### src/rtl/mem_arbiter_if.sv
// mem_arbiter_if: requester and memory-side signals of the data-memory arbiter.
// slave  : arbiter view (takes requests, drives acks/rdata and the memory bus).
// master : environment view (requesters plus the memory model).
interface mem_arbiter_if #(
    parameter int ADDR_W = 32,
    parameter int DATA_W = 32
);
    // requester 0: CPU load/store port
    logic              r0_req;
    logic              r0_we;
    logic [ADDR_W-1:0] r0_addr;
    logic [DATA_W-1:0] r0_wdata;
    logic [DATA_W-1:0] r0_rdata;
    logic              r0_ack;
    // requester 1: loader/debug port
    logic              r1_req;
    logic              r1_we;
    logic [ADDR_W-1:0] r1_addr;
    logic [DATA_W-1:0] r1_wdata;
    logic [DATA_W-1:0] r1_rdata;
    logic              r1_ack;
    // data memory (combinational read, posedge write)
    logic [ADDR_W-1:0] mem_addr;
    logic [DATA_W-1:0] mem_wdata;
    logic [DATA_W-1:0] mem_rdata;
    logic              mem_read;
    logic              mem_write;

    modport slave (
        input  r0_req, r0_we, r0_addr, r0_wdata,
        output r0_rdata, r0_ack,
        input  r1_req, r1_we, r1_addr, r1_wdata,
        output r1_rdata, r1_ack,
        output mem_addr, mem_wdata, mem_read, mem_write,
        input  mem_rdata
    );

    modport master (
        output r0_req, r0_we, r0_addr, r0_wdata,
        input  r0_rdata, r0_ack,
        output r1_req, r1_we, r1_addr, r1_wdata,
        input  r1_rdata, r1_ack,
        input  mem_addr, mem_wdata, mem_read, mem_write,
        output mem_rdata
    );
endinterface

### src/rtl/mem_arbiter.sv
// mem_arbiter: two-requester round-robin sequencer for the 256-byte data memory.
// Each transaction is IDLE (grant) -> ACCESS (one memory cycle) -> DONE (ack).
// Optional grant counters are compiled in when MEMARB_GNT_CNT_EN is defined;
// otherwise gnt_cnt0/gnt_cnt1 are tied to zero.
module mem_arbiter #(
    parameter int ADDR_W  = 32,
    parameter int DATA_W  = 32,
    parameter int RR_INIT = 0
) (
    input  logic             clk,
    input  logic             rst,
    mem_arbiter_if.slave     bus,
    output logic [15:0]      gnt_cnt0,
    output logic [15:0]      gnt_cnt1
);

    typedef enum logic [1:0] {
        IDLE   = 2'd0,
        ACCESS = 2'd1,
        DONE   = 2'd2
    } state_t;

    state_t                   state;
    logic                     prio;       // requester that wins a tie
    logic                     gnt_id;     // requester owning the current transaction
    logic                     gnt_we;
    logic [1:0]               ack_q;
    logic [1:0][DATA_W-1:0]   rdata_q;
    logic [ADDR_W-1:0]        addr_q;
    logic [DATA_W-1:0]        wdata_q;
    logic                     rd_q;
    logic                     wr_q;

    logic [1:0]               req;
    logic                     grant;
    logic                     pick;
    logic                     sel_we;
    logic [ADDR_W-1:0]        sel_addr;
    logic [DATA_W-1:0]        sel_wdata;

    assign req = {bus.r1_req, bus.r0_req};

    // Winner selection: a lone request wins, a tie goes to the priority holder.
    always_comb begin
        grant     = |req;
        pick      = (req == 2'b11) ? prio : req[1];
        sel_we    = pick ? bus.r1_we    : bus.r0_we;
        sel_addr  = pick ? bus.r1_addr  : bus.r0_addr;
        sel_wdata = pick ? bus.r1_wdata : bus.r0_wdata;
    end

    // Transaction FSM; every output is a register, request fields are captured at grant.
    always_ff @(posedge clk) begin
        if (rst) begin
            state   <= IDLE;
            prio    <= 1'(RR_INIT);
            gnt_id  <= 1'b0;
            gnt_we  <= 1'b0;
            ack_q   <= '0;
            rdata_q <= '0;
            addr_q  <= '0;
            wdata_q <= '0;
            rd_q    <= 1'b0;
            wr_q    <= 1'b0;
        end else begin
            case (state)
                IDLE: begin
                    if (grant) begin
                        gnt_id  <= pick;
                        gnt_we  <= sel_we;
                        addr_q  <= sel_addr;
                        wdata_q <= sel_wdata;
                        rd_q    <= !sel_we;
                        wr_q    <= sel_we;
                        state   <= ACCESS;
                    end
                end
                ACCESS: begin
                    // memory commits a write / presents read data at this edge
                    rd_q  <= 1'b0;
                    wr_q  <= 1'b0;
                    if (!gnt_we) rdata_q[gnt_id] <= bus.mem_rdata;
                    ack_q[gnt_id] <= 1'b1;
                    state <= DONE;
                end
                DONE: begin
                    ack_q <= '0;
                    prio  <= ~gnt_id;
                    state <= IDLE;
                end
                default: state <= IDLE;
            endcase
        end
    end

    assign bus.mem_addr  = addr_q;
    assign bus.mem_wdata = wdata_q;
    assign bus.mem_read  = rd_q;
    assign bus.mem_write = wr_q;
    assign bus.r0_ack    = ack_q[0];
    assign bus.r1_ack    = ack_q[1];
    assign bus.r0_rdata  = rdata_q[0];
    assign bus.r1_rdata  = rdata_q[1];

`ifdef MEMARB_GNT_CNT_EN
    logic [1:0][15:0] cnt_q;

    // Saturating per-requester grant counters, bumped on each IDLE->ACCESS grant.
    always_ff @(posedge clk) begin
        if (rst) begin
            cnt_q <= '0;
        end else if (state == IDLE && grant && cnt_q[pick] != 16'hFFFF) begin
            cnt_q[pick] <= cnt_q[pick] + 16'd1;
        end
    end

    assign gnt_cnt0 = cnt_q[0];
    assign gnt_cnt1 = cnt_q[1];
`else
    assign gnt_cnt0 = '0;
    assign gnt_cnt1 = '0;
`endif

endmodule
### src/flat_wrapper.sv
// flat-port wrapper written by rule: the top's interface ports become plain ports
module mem_arbiter_flat 
#(
    parameter int ADDR_W  = 32,
    parameter int DATA_W  = 32,
    parameter int RR_INIT = 0
)
  (clk, rst, gnt_cnt0, gnt_cnt1, bus_r0_req, bus_r0_we, bus_r0_addr, bus_r0_wdata, bus_r0_rdata, bus_r0_ack, bus_r1_req, bus_r1_we, bus_r1_addr, bus_r1_wdata, bus_r1_rdata, bus_r1_ack, bus_mem_addr, bus_mem_wdata, bus_mem_read, bus_mem_write, bus_mem_rdata);
  mem_arbiter_if #(.ADDR_W(ADDR_W), .DATA_W(DATA_W)) bus_i ();
  input  logic clk;
  input  logic rst;
  output logic [15:0] gnt_cnt0;
  output logic [15:0] gnt_cnt1;
  input wire logic [$bits(bus_i.r0_req)-1:0] bus_r0_req;
  input wire logic [$bits(bus_i.r0_we)-1:0] bus_r0_we;
  input wire logic [$bits(bus_i.r0_addr)-1:0] bus_r0_addr;
  input wire logic [$bits(bus_i.r0_wdata)-1:0] bus_r0_wdata;
  output wire logic [$bits(bus_i.r0_rdata)-1:0] bus_r0_rdata;
  output wire logic [$bits(bus_i.r0_ack)-1:0] bus_r0_ack;
  input wire logic [$bits(bus_i.r1_req)-1:0] bus_r1_req;
  input wire logic [$bits(bus_i.r1_we)-1:0] bus_r1_we;
  input wire logic [$bits(bus_i.r1_addr)-1:0] bus_r1_addr;
  input wire logic [$bits(bus_i.r1_wdata)-1:0] bus_r1_wdata;
  output wire logic [$bits(bus_i.r1_rdata)-1:0] bus_r1_rdata;
  output wire logic [$bits(bus_i.r1_ack)-1:0] bus_r1_ack;
  output wire logic [$bits(bus_i.mem_addr)-1:0] bus_mem_addr;
  output wire logic [$bits(bus_i.mem_wdata)-1:0] bus_mem_wdata;
  output wire logic [$bits(bus_i.mem_read)-1:0] bus_mem_read;
  output wire logic [$bits(bus_i.mem_write)-1:0] bus_mem_write;
  input wire logic [$bits(bus_i.mem_rdata)-1:0] bus_mem_rdata;
  assign bus_i.r0_req = bus_r0_req;
  assign bus_i.r0_we = bus_r0_we;
  assign bus_i.r0_addr = bus_r0_addr;
  assign bus_i.r0_wdata = bus_r0_wdata;
  assign bus_r0_rdata = bus_i.r0_rdata;
  assign bus_r0_ack = bus_i.r0_ack;
  assign bus_i.r1_req = bus_r1_req;
  assign bus_i.r1_we = bus_r1_we;
  assign bus_i.r1_addr = bus_r1_addr;
  assign bus_i.r1_wdata = bus_r1_wdata;
  assign bus_r1_rdata = bus_i.r1_rdata;
  assign bus_r1_ack = bus_i.r1_ack;
  assign bus_mem_addr = bus_i.mem_addr;
  assign bus_mem_wdata = bus_i.mem_wdata;
  assign bus_mem_read = bus_i.mem_read;
  assign bus_mem_write = bus_i.mem_write;
  assign bus_i.mem_rdata = bus_mem_rdata;
  mem_arbiter #(.ADDR_W(ADDR_W), .DATA_W(DATA_W), .RR_INIT(RR_INIT)) u_core (.clk(clk), .rst(rst), .bus(bus_i), .gnt_cnt0(gnt_cnt0), .gnt_cnt1(gnt_cnt1));
endmodule
### config.mk
export PLATFORM = sky130hd
export DESIGN_NAME = mem_arbiter_flat
export DESIGN_NICKNAME = d
export VERILOG_FILES = /design/src/rtl/mem_arbiter_if.sv /design/src/rtl/mem_arbiter.sv /design/src/flat_wrapper.sv
export SDC_FILE = /design/constraint.sdc
export NUM_CORES = 1
export LEC_CHECK = 0
export ABC_AREA = 0
export BUFFER_PORTS_ARGS = -buffer_cell sky130_fd_sc_hd__buf_2
export CAP_MARGIN = 20
export CELL_PAD_IN_SITES_DETAIL_PLACEMENT = 2
export CELL_PAD_IN_SITES_GLOBAL_PLACEMENT = 2
export CORE_ASPECT_RATIO = 1.4
export CORE_UTILIZATION = 26
export DETAILED_ROUTE_END_ITERATION = 10
export PLACE_DENSITY = 0.95
export SYNTH_ARGS = -nofsm -noshare
export SYNTH_HDL_FRONTEND = slang
export SYNTH_SLANG_ARGS = --single-unit
### constraint.sdc
create_clock -name clk -period 3.5 [get_ports clk]
set_clock_uncertainty 0.15 [all_clocks]
set_input_delay 0.175 -clock clk [delete_from_list [all_inputs] [get_ports clk]]
set_output_delay 0.175 -clock clk [all_outputs]
set_load 0.03 [all_outputs]
Word level (Yosys, flattened, before mapping)
Index checks and enable logic that the tools add are counted.
{"block": "op_classes", "mux": 16, "n_reduce_logical": 9, "bitwise": 3, "eq_ne": 4, "n_lt_le_gt_ge": 2}
{"cell": "$mux W32", "count": 3}
{"cell": "$bwmux W64", "count": 1}
{"cell": "$demux W32 S1", "count": 1}
{"cell": "$pmux W2 S2", "count": 2}
{"cell": "$reduce_and A2 Y1", "count": 3}
{"cell": "$mux W1", "count": 5}
{"cell": "$eq A2 B2 Y1 const B", "count": 2}
{"cell": "$pmux W1 S2", "count": 2}
{"cell": "$reduce_bool A2 Y1", "count": 2}
{"cell": "$eq A2 B1 Y1 const B", "count": 1}
{"cell": "$logic_not A2 Y1", "count": 1}
{"cell": "$lt A1 B2 Y1 const B", "count": 1}
{"cell": "$mux W2", "count": 1}
{"cell": "$ne A2 B1 Y1 const B", "count": 1}
{"cell": "$not A1 Y1", "count": 2}
{"cell": "$or A2 B2 Y2", "count": 1}
{"cell": "$reduce_or A2 Y1", "count": 1}
{"cell": "$demux W1 S1", "count": 1}
{"cell": "$ge A1 B1 Y1 const B", "count": 1}
{"cell": "$logic_and A1 B1 Y1", "count": 1}
{"cell": "$logic_not A1 Y1", "count": 1}
{"block": "word_totals", "output_inout_bits": 164, "register_bits": 137, "wordCells": 45}

Depth between registers and ports, before layout
Gate-level depths: netlist (run 1).
{"block": "logic_depth", "ltp_word": 6, "depth_mapped": 8}

Worst setup path after synthesis (run 1)
No wires, ideal clock.
{"block": "synth_timing", "path_type": "reg-to-reg", "startpoint": "reg u_core.state[0]", "endpoint": "reg u_core.addr_q[17] (netlist: u_core.bus.mem_addr[17])", "setup_slack_ns": 1.831, "path_stages_with_launch": 9, "arrival_ns": 1.438, "cell_sequence": "dfxtp_1 inv_1 ha_1 inv_1 nor2_2 buf_2 buf_2 nor2_1 a211oi_2"}
{"block": "synth_between", "elab_chain_len": 2}
{"item": "from (decl)", "line_no": "mem_arbiter.sv:23", "rtl": "state_t state;"}
{"item": "from (signal assigned)", "line_no": "mem_arbiter.sv:55", "rtl": "state <= IDLE;"}
{"item": "from (signal assigned)", "line_no": "mem_arbiter.sv:75", "rtl": "state <= ACCESS;"}
{"item": "from (signal assigned)", "line_no": "mem_arbiter.sv:84", "rtl": "state <= DONE;"}
{"item": "$logic_not A2 Y1", "line_no": "mem_arbiter.sv:66", "rtl": "case (state)"}
{"item": "$reduce_and A2 Y1 (no line)"}
{"item": "to (signal assigned)", "line_no": "mem_arbiter.sv:71", "rtl": "addr_q <= sel_addr;"}
{"item": "to (decl)", "line_no": "mem_arbiter.sv:29", "rtl": "logic [ADDR_W-1:0] addr_q;"}
Every way passes these cells.
A chain may end at the register's enable or synchronous reset.

Final worst setup path (run 1)
{"block": "layout_timing", "startpoint": "reg u_core.prio", "endpoint": "reg u_core.wr_q (netlist: u_core.bus.mem_write)"}
{"block": "layout_between", "elab_chain_len": 4}
{"item": "from (decl)", "line_no": "mem_arbiter.sv:24", "rtl": "logic prio;"}
{"item": "from (signal assigned)", "line_no": "mem_arbiter.sv:56", "rtl": "prio <= 1'(RR_INIT);"}
{"item": "from (signal assigned)", "line_no": "mem_arbiter.sv:88", "rtl": "prio <= ~gnt_id;"}
{"item": "$mux W1", "line_no": "mem_arbiter.sv:46", "rtl": "pick = (req == 2'b11) ? prio : req[1];"}
{"item": "$mux W1", "line_no": "mem_arbiter.sv:47", "rtl": "sel_we = pick ? bus.r1_we : bus.r0_we;"}
{"item": "$mux W1", "line_no": "mem_arbiter.sv:68", "rtl": "if (grant) begin"}
{"item": "$pmux W1 S2", "line_no": "mem_arbiter.sv:66"}
{"item": "to (signal assigned)", "line_no": "mem_arbiter.sv:74", "rtl": "wr_q <= sel_we;"}
{"item": "to (decl)", "line_no": "mem_arbiter.sv:32", "rtl": "logic wr_q;"}
Every way passes these cells. The select of a mux whose other input is x is not followed.

==> results of run 1 <==
## where the power goes
group	leakage, nW	total (mW)	internal [mW]	switching, mW
logic	2.85	1.36	0.450	0.907
registers	1.13	1.83	1.72	0.103
clock network	0.240	1.65	0.915	0.737
total	4.22	4.84	3.09	1.75
## state kept, by name (all words and copies together) (netlist names)
register              flops
u_core.bus.mem_write      1
u_core.gnt_we             1
u_core.prio               1
u_core.bus.mem_addr      32
u_core.bus.mem_wdata     32
u_core.ack_q              2
u_core.state              2
u_core.bus.r1_rdata      32
u_core.bus.r0_rdata      32
u_core.bus.mem_read       1
u_core.gnt_id             1
## routing by layer
layer	vias to the layer above	track usage	wire length (um)
li1	2823	-	-
met1	2898	0.190	8690
met2	259	0.423	14500
met3	57	0.0597	1770
met4	2	0.100	915
met5	-	0	17
## cells in the mapped netlist
| cell | count | share of area |
|---|---|---|
| a211oi_1 | 26 | 0.033 |
| buf_4 | 34 | 0.043 |
| clkbuf_1 | 26 | 0.017 |
| inv_2 | 1 | 0.00064 |
| nor2_1 | 74 | 0.047 |
| nor2_2 | 1 | 0.0011 |
| buf_1 | 2 | 0.0013 |
| dfxtp_1 | 137 | 0.47 |
| nand2_1 | 129 | 0.082 |
| o32ai_1 | 1 | 0.0015 |
| nand3b_1 | 2 | 0.0025 |
| inv_1 | 5 | 0.0032 |
| a31o_2 | 1 | 0.0015 |
| nor2b_1 | 1 | 0.0011 |
| o21ai_2 | 1 | 0.0015 |
| a21o_1 | 1 | 0.0013 |
| o22ai_1 | 1 | 0.0011 |
| nor3b_1 | 2 | 0.0025 |
| mux2i_1 | 68 | 0.12 |
| nor3b_2 | 2 | 0.0042 |
| ha_1 | 5 | 0.011 |
| conb_1 | 1 | 0.00064 |
| buf_6 | 1 | 0.0019 |
| a21oi_1 | 66 | 0.056 |
| buf_2 | 13 | 0.011 |
| buf_8 | 4 | 0.010 |
| a211oi_2 | 39 | 0.083 |
## cell type report
class | count | area, um^2
fillers | 2445 | 13200
multi-input cells | 452 | 2770
flip-flops and latches | 137 | 2740
repair buffers | 383 | 2350
clock buffers | 20 | 437
well taps | 297 | 372
clock inverters | 12 | 93.8
inverters | 6 | 22.5
diodes | 2 | 5.00
## worst max-delay path: stages (launching register included)
cell           delay (ns)
dfxtp_1              0.35
o21ai_4              0.53
buf_12               0.40
mux2i_1              0.39
dlygate4sd3_1        0.60
o32ai_1              0.08
## per-stage QoR
stage / cells / utilization / power (mW) / instance area, um^2 / setup WS, ns
floorplan: 675 / - / 2.71 / 6010 / 1.83
CTS: 1304 / 0.398 / 4.85 / 8760 / 0.938
global placement: 1200 / 0.341 / 3.03 / 7500 / 1.42
global route: 1309 / 0.399 / 5.06 / 8790 / 0.701
detailed placement: 1200 / 0.341 / 3.11 / 7500 / 1.25
finish: 1309 / 0.399 / 4.84 / 8790 / 0.821
## final timing paths
check / from / end / slack [ns]
min reg2reg: u_core.bus.r0_rdata[26] / u_core.bus.r0_rdata[26] / 0.31
max reg2reg: u_core.prio / u_core.bus.mem_write / 0.82
max: u_core.prio / u_core.bus.mem_write / 0.82
min: bus_r0_wdata[27] / u_core.bus.mem_wdata[27] / 0.01
## logic make-up after synthesis
family / after synthesis / synth area share
mux: 68 / 0.116
other cells: 1 / 0.000636
compound gates: 136 / 0.179
fa+ha+maj: 5 / 0.0106
simple gates: 211 / 0.141
flops: 137 / 0.465
buf+inv: 86 / 0.0881
## timing repair
item                      CTS  global route
hold buffers               72             3
hold endpoints to repair   90             2
resized for setup           0             0
==> run metrics, run 1 <==
wire length per cell 19.8 um; Die ar. 0.0233 mm^2; worst hold-check path type in -> reg; status complete, no violations; drt drc 0; commonest non-fill, non-tap cell in the layout buf_2; IO Port Bufs 297; Reg clk slew, reported paths 0.06 ns; DP HPWL 16200 um; Fin Hold WS 0.0103 ns; Final Net Count 1168; most frequent cells in the layout 296 x buf_2, 137 x dfxtp_1, 129 x nand2_1; area grow syn2layout 49.2%; PwrDens 550 mW/mm^2; antenna violations before repair 3; H-tree levels 4; Worst slew margin 0.365; CTS Buf Count 17; pin slew with the least headroom to its limit 0.952 ns; synthesized area per cell 9.15 um^2; Fin Setup TNS 0 ns; Vias 6039; Rows 64; Global Route Usage Sum 0.213; global-route wire length before repair 37600 um; WS Path Type reg -> reg; CTS max path bufs 2; Post-Syn Area 0.00589 mm^2; die width 129 um; Worst Hold Path Cells 3; critical path capture point type register; worst-path fanout max 54; 1st-pass router iterations 4; Warnings, synthesis 0; minimum clock period 2.68 ns; cells after synthesis 644; crit path DAT 2.78 ns; Congestion Overflow GR 0; Via-to-Cell Ratio 4.61; largest net degree at the start of global routing 85; Clock Sinks 137; Seq/Total Area, Yosys 0.465; overall die height 180 um; DRT iter0 DRCs 168; Max Transition Viols Final 0; share of layout cells above drive strength 1 0.378; Lkg Pwr 4.22 nW; Max Cap Viol 0; VDD IR-drop max 0.289 mV; Seq cells post-synth 137; core area 0.0220 mm^2; type of origin of the critical path register; Synth cell types 27; final setup fails 0; Final Cycle Share 0.765; routability cong. 0.725; unrepaired setup endpoints after global routing false; Root Driver clkbuf_16; Crit path required time 3.60 ns; postcts setup bufs 0; WL final 25900 um; f_max 373 MHz; Worst-Skew Late Latency 0.40 ns; CTS tree done; r2r worst-path depth 5; Routed Antenna Nets 0; vias in the first global route 6897; Starting Density 0.268; Hold Vio Cnt, Final 0; io pins 330
Note: power is estimated with default switching activity, not from simulation.
==> inputs of run 2 (changes only) <==
- CORE_UTILIZATION: 26 -> 22
- PLACE_DENSITY: 0.95 -> 0.87
- clock period: 3.5 -> 2.45 ns (I/O delays scaled with it)
==> run 2 against run 1 <==
- utilization is 1.5 points lower
- via count is 8.7% higher
- sequential share of layout area is 3.9 points lower
- clock power is 90% higher
- final area is 14% higher
- combinational power is 63% higher
- power is 65% higher
- flip-flop and latch count stayed put
- non-clock buffer count is 104 higher
- first-iteration DRC count is 15% lower
- critical path depth is 3 higher
- highest routed layer is now met4
- global-route usage is 0.34 points lower
- largest cell class is now non-clock buffers
==> run metrics, run 2 (synthesized netlist as in run 1, its figures left out) <==
Worst-Skew Late Latency 0.42 ns (+0.02 ns); sequential cell area 0.00274 mm^2 (unchanged); Reg clk slew, reported paths 0.06 ns (about the same); # fillers 2840 (+16%); Crit path required time 2.58 ns (-1.02 ns); Die ar. 0.0274 mm^2 (+18%); critical path capture point type register; IO Port Bufs 297 (unchanged); Hold Vio Cnt, Final 0 (unchanged); H-tree levels 4 (unchanged); Fin Setup TNS 0 ns (unchanged); slowest CP cell dlygate4sd3_1; final setup fails 0 (unchanged); final instance area 0.0101 mm^2 (+14%); Routed Antenna Nets 0 (unchanged); WS Path Type in -> reg; Max Transition Viols Final 0 (unchanged); status complete, no violations; die width 140 um (+8.6%); Tot Pwr 7.96 mW (+65%); slowest stage delay, CP 0.59 ns (about the same); Worst Hold Launch bus_r0_addr[20]; Rows 70 (+9.4%); PwrDens 792 mW/mm^2 (+44%); Root Driver clkbuf_16; CTS max path bufs 2 (unchanged); Worst slew margin 0.633 (+0.267); core area 0.0262 mm^2 (+19%); Global Route Usage Sum 0.210 (-0.00340); routability cong. 0.708 (-2.3%); io pins 330 (unchanged); vias in the first global route 7666 (+11%); type of origin of the critical path input pin; Final Cycle Share 0.955; Lkg Pwr 4.78 nW (+13%); antenna violations before repair 2 (-1); overall die height 196 um (+8.6%); Max Cap Viol 0 (unchanged); most frequent cells in the layout 296 x buf_2, 163 x dlygate4sd3_1, 137 x dfxtp_1; CTS Buf Count 17 (unchanged); wire length per cell 20.4 um (+3.3%); commonest non-fill, non-tap cell in the layout buf_2; Starting Density 0.225 (-0.0426); global-route wire length before repair 43500 um (+16%); CP startpoint bus_r0_req; worst-path cell chain dlygate4sd3_1 -> buf_2 -> inv_2 -> o21ai_4 -> buf_4 -> mux2i_1 -> dlygate4sd3_1 -> a211oi_1; crit path DAT 2.47 ns (-0.31 ns); Clock Sinks 137 (unchanged); worst hold-check path type in -> reg; Layout Cells excl Fill 1440 (+10%); VDD IR-drop max 0.452 mV (+57%); minimum clock period 2.34 ns; worst-path fanout max 12 (-78%); unrepaired setup endpoints after global routing false; most used cell, CP dlygate4sd3_1; area post-placement 0.00767 mm^2 (+2.2%); f_max 427 MHz; 1st-pass router iterations 4 (unchanged); DP HPWL 15700 um (-2.8%); Via-to-Cell Ratio 4.56 (-1.2%); Final Util 0.384 (-0.0154); largest net degree at the start of global routing 83 (-2.4%); Vias 6563 (+8.7%); Congestion Overflow GR 0 (unchanged); WL final 29400 um (+14%); CTS tree done; DRT iter0 DRCs 142 (-15%); area of the multi-input gates 0.00277 mm^2 (unchanged); share of layout cells above drive strength 1 0.360 (-0.0183); drt drc 0 (unchanged); pin slew with the least headroom to its limit 0.550 ns (-0.402 ns); area grow syn2layout 70.6%; placed instance count 1239 (+3.3%); Final Net Count 1272 (+8.9%); reg-to-reg startpoint u_core.state[0]
## run 2: layout make-up
class,instances,share of cell area
repair buffers,487,0.338
multi-input cells,452,0.276
inverters,6,0.00224
clock inverters,14,0.0265
clock buffers,18,0.0437
flip-flops and latches,137,0.273
diodes,2,0.000498
well taps,324,0.0403
## run 2: power by group
group / switching [mW] / internal, mW / total [mW]
Sequential: 0.155 / 2.46 / 2.62
Combinational: 1.40 / 0.816 / 2.22
Clock: 1.08 / 2.05 / 3.13
## run 2: worst paths after layout
check / to / cells after the start / slack (ns)
setup / recovery: u_core.bus.mem_wdata[12] / 8 / 0.11
hold / removal: u_core.bus.mem_addr[20] / 3 / 0.04
setup reg to reg: u_core.bus.mem_wdata[12] / 8 / 0.16
hold reg to reg: u_core.bus.r1_rdata[23] / 2 / 0.30
## run 2: repair_timing
item | CTS | global route
setup endpoints to repair | 0 | 60
hold endpoints to repair | 131 | 0
gates resized for setup | 0 | 0
setup buffers | 0 | 4
hold buffers | 163 | 0
## run 2: routing by layer
metal / up-vias / global-route usage / share of wire
met5: - / 0 / 0
met1: 3149 / 0.191 / 0.35
met4: 0 / 0.107 / 0.044
met2: 302 / 0.415 / 0.55
met3: 77 / 0.0598 / 0.062
li1: 3035 / - / -
## run 2: stage by stage
step | setup WS [ns] | hold WS [ns]
6_report | 0.109 | 0.0439
3_3_place_gp | 0.602 | 0.225
3_5_place_dp | 0.416 | 0.237
2_1_floorplan | 0.781 | 0.109
4_1_cts | 0.00904 | 0.00257
5_1_grt | 0.0704 | 0.0491
## run 2: critical path: cells and delay by family
kind                   cells  cell delay [ns]
buffers and inverters      5             1.62
multiplexers               1             0.12
AO/OA/AOI/OAI              2             0.61
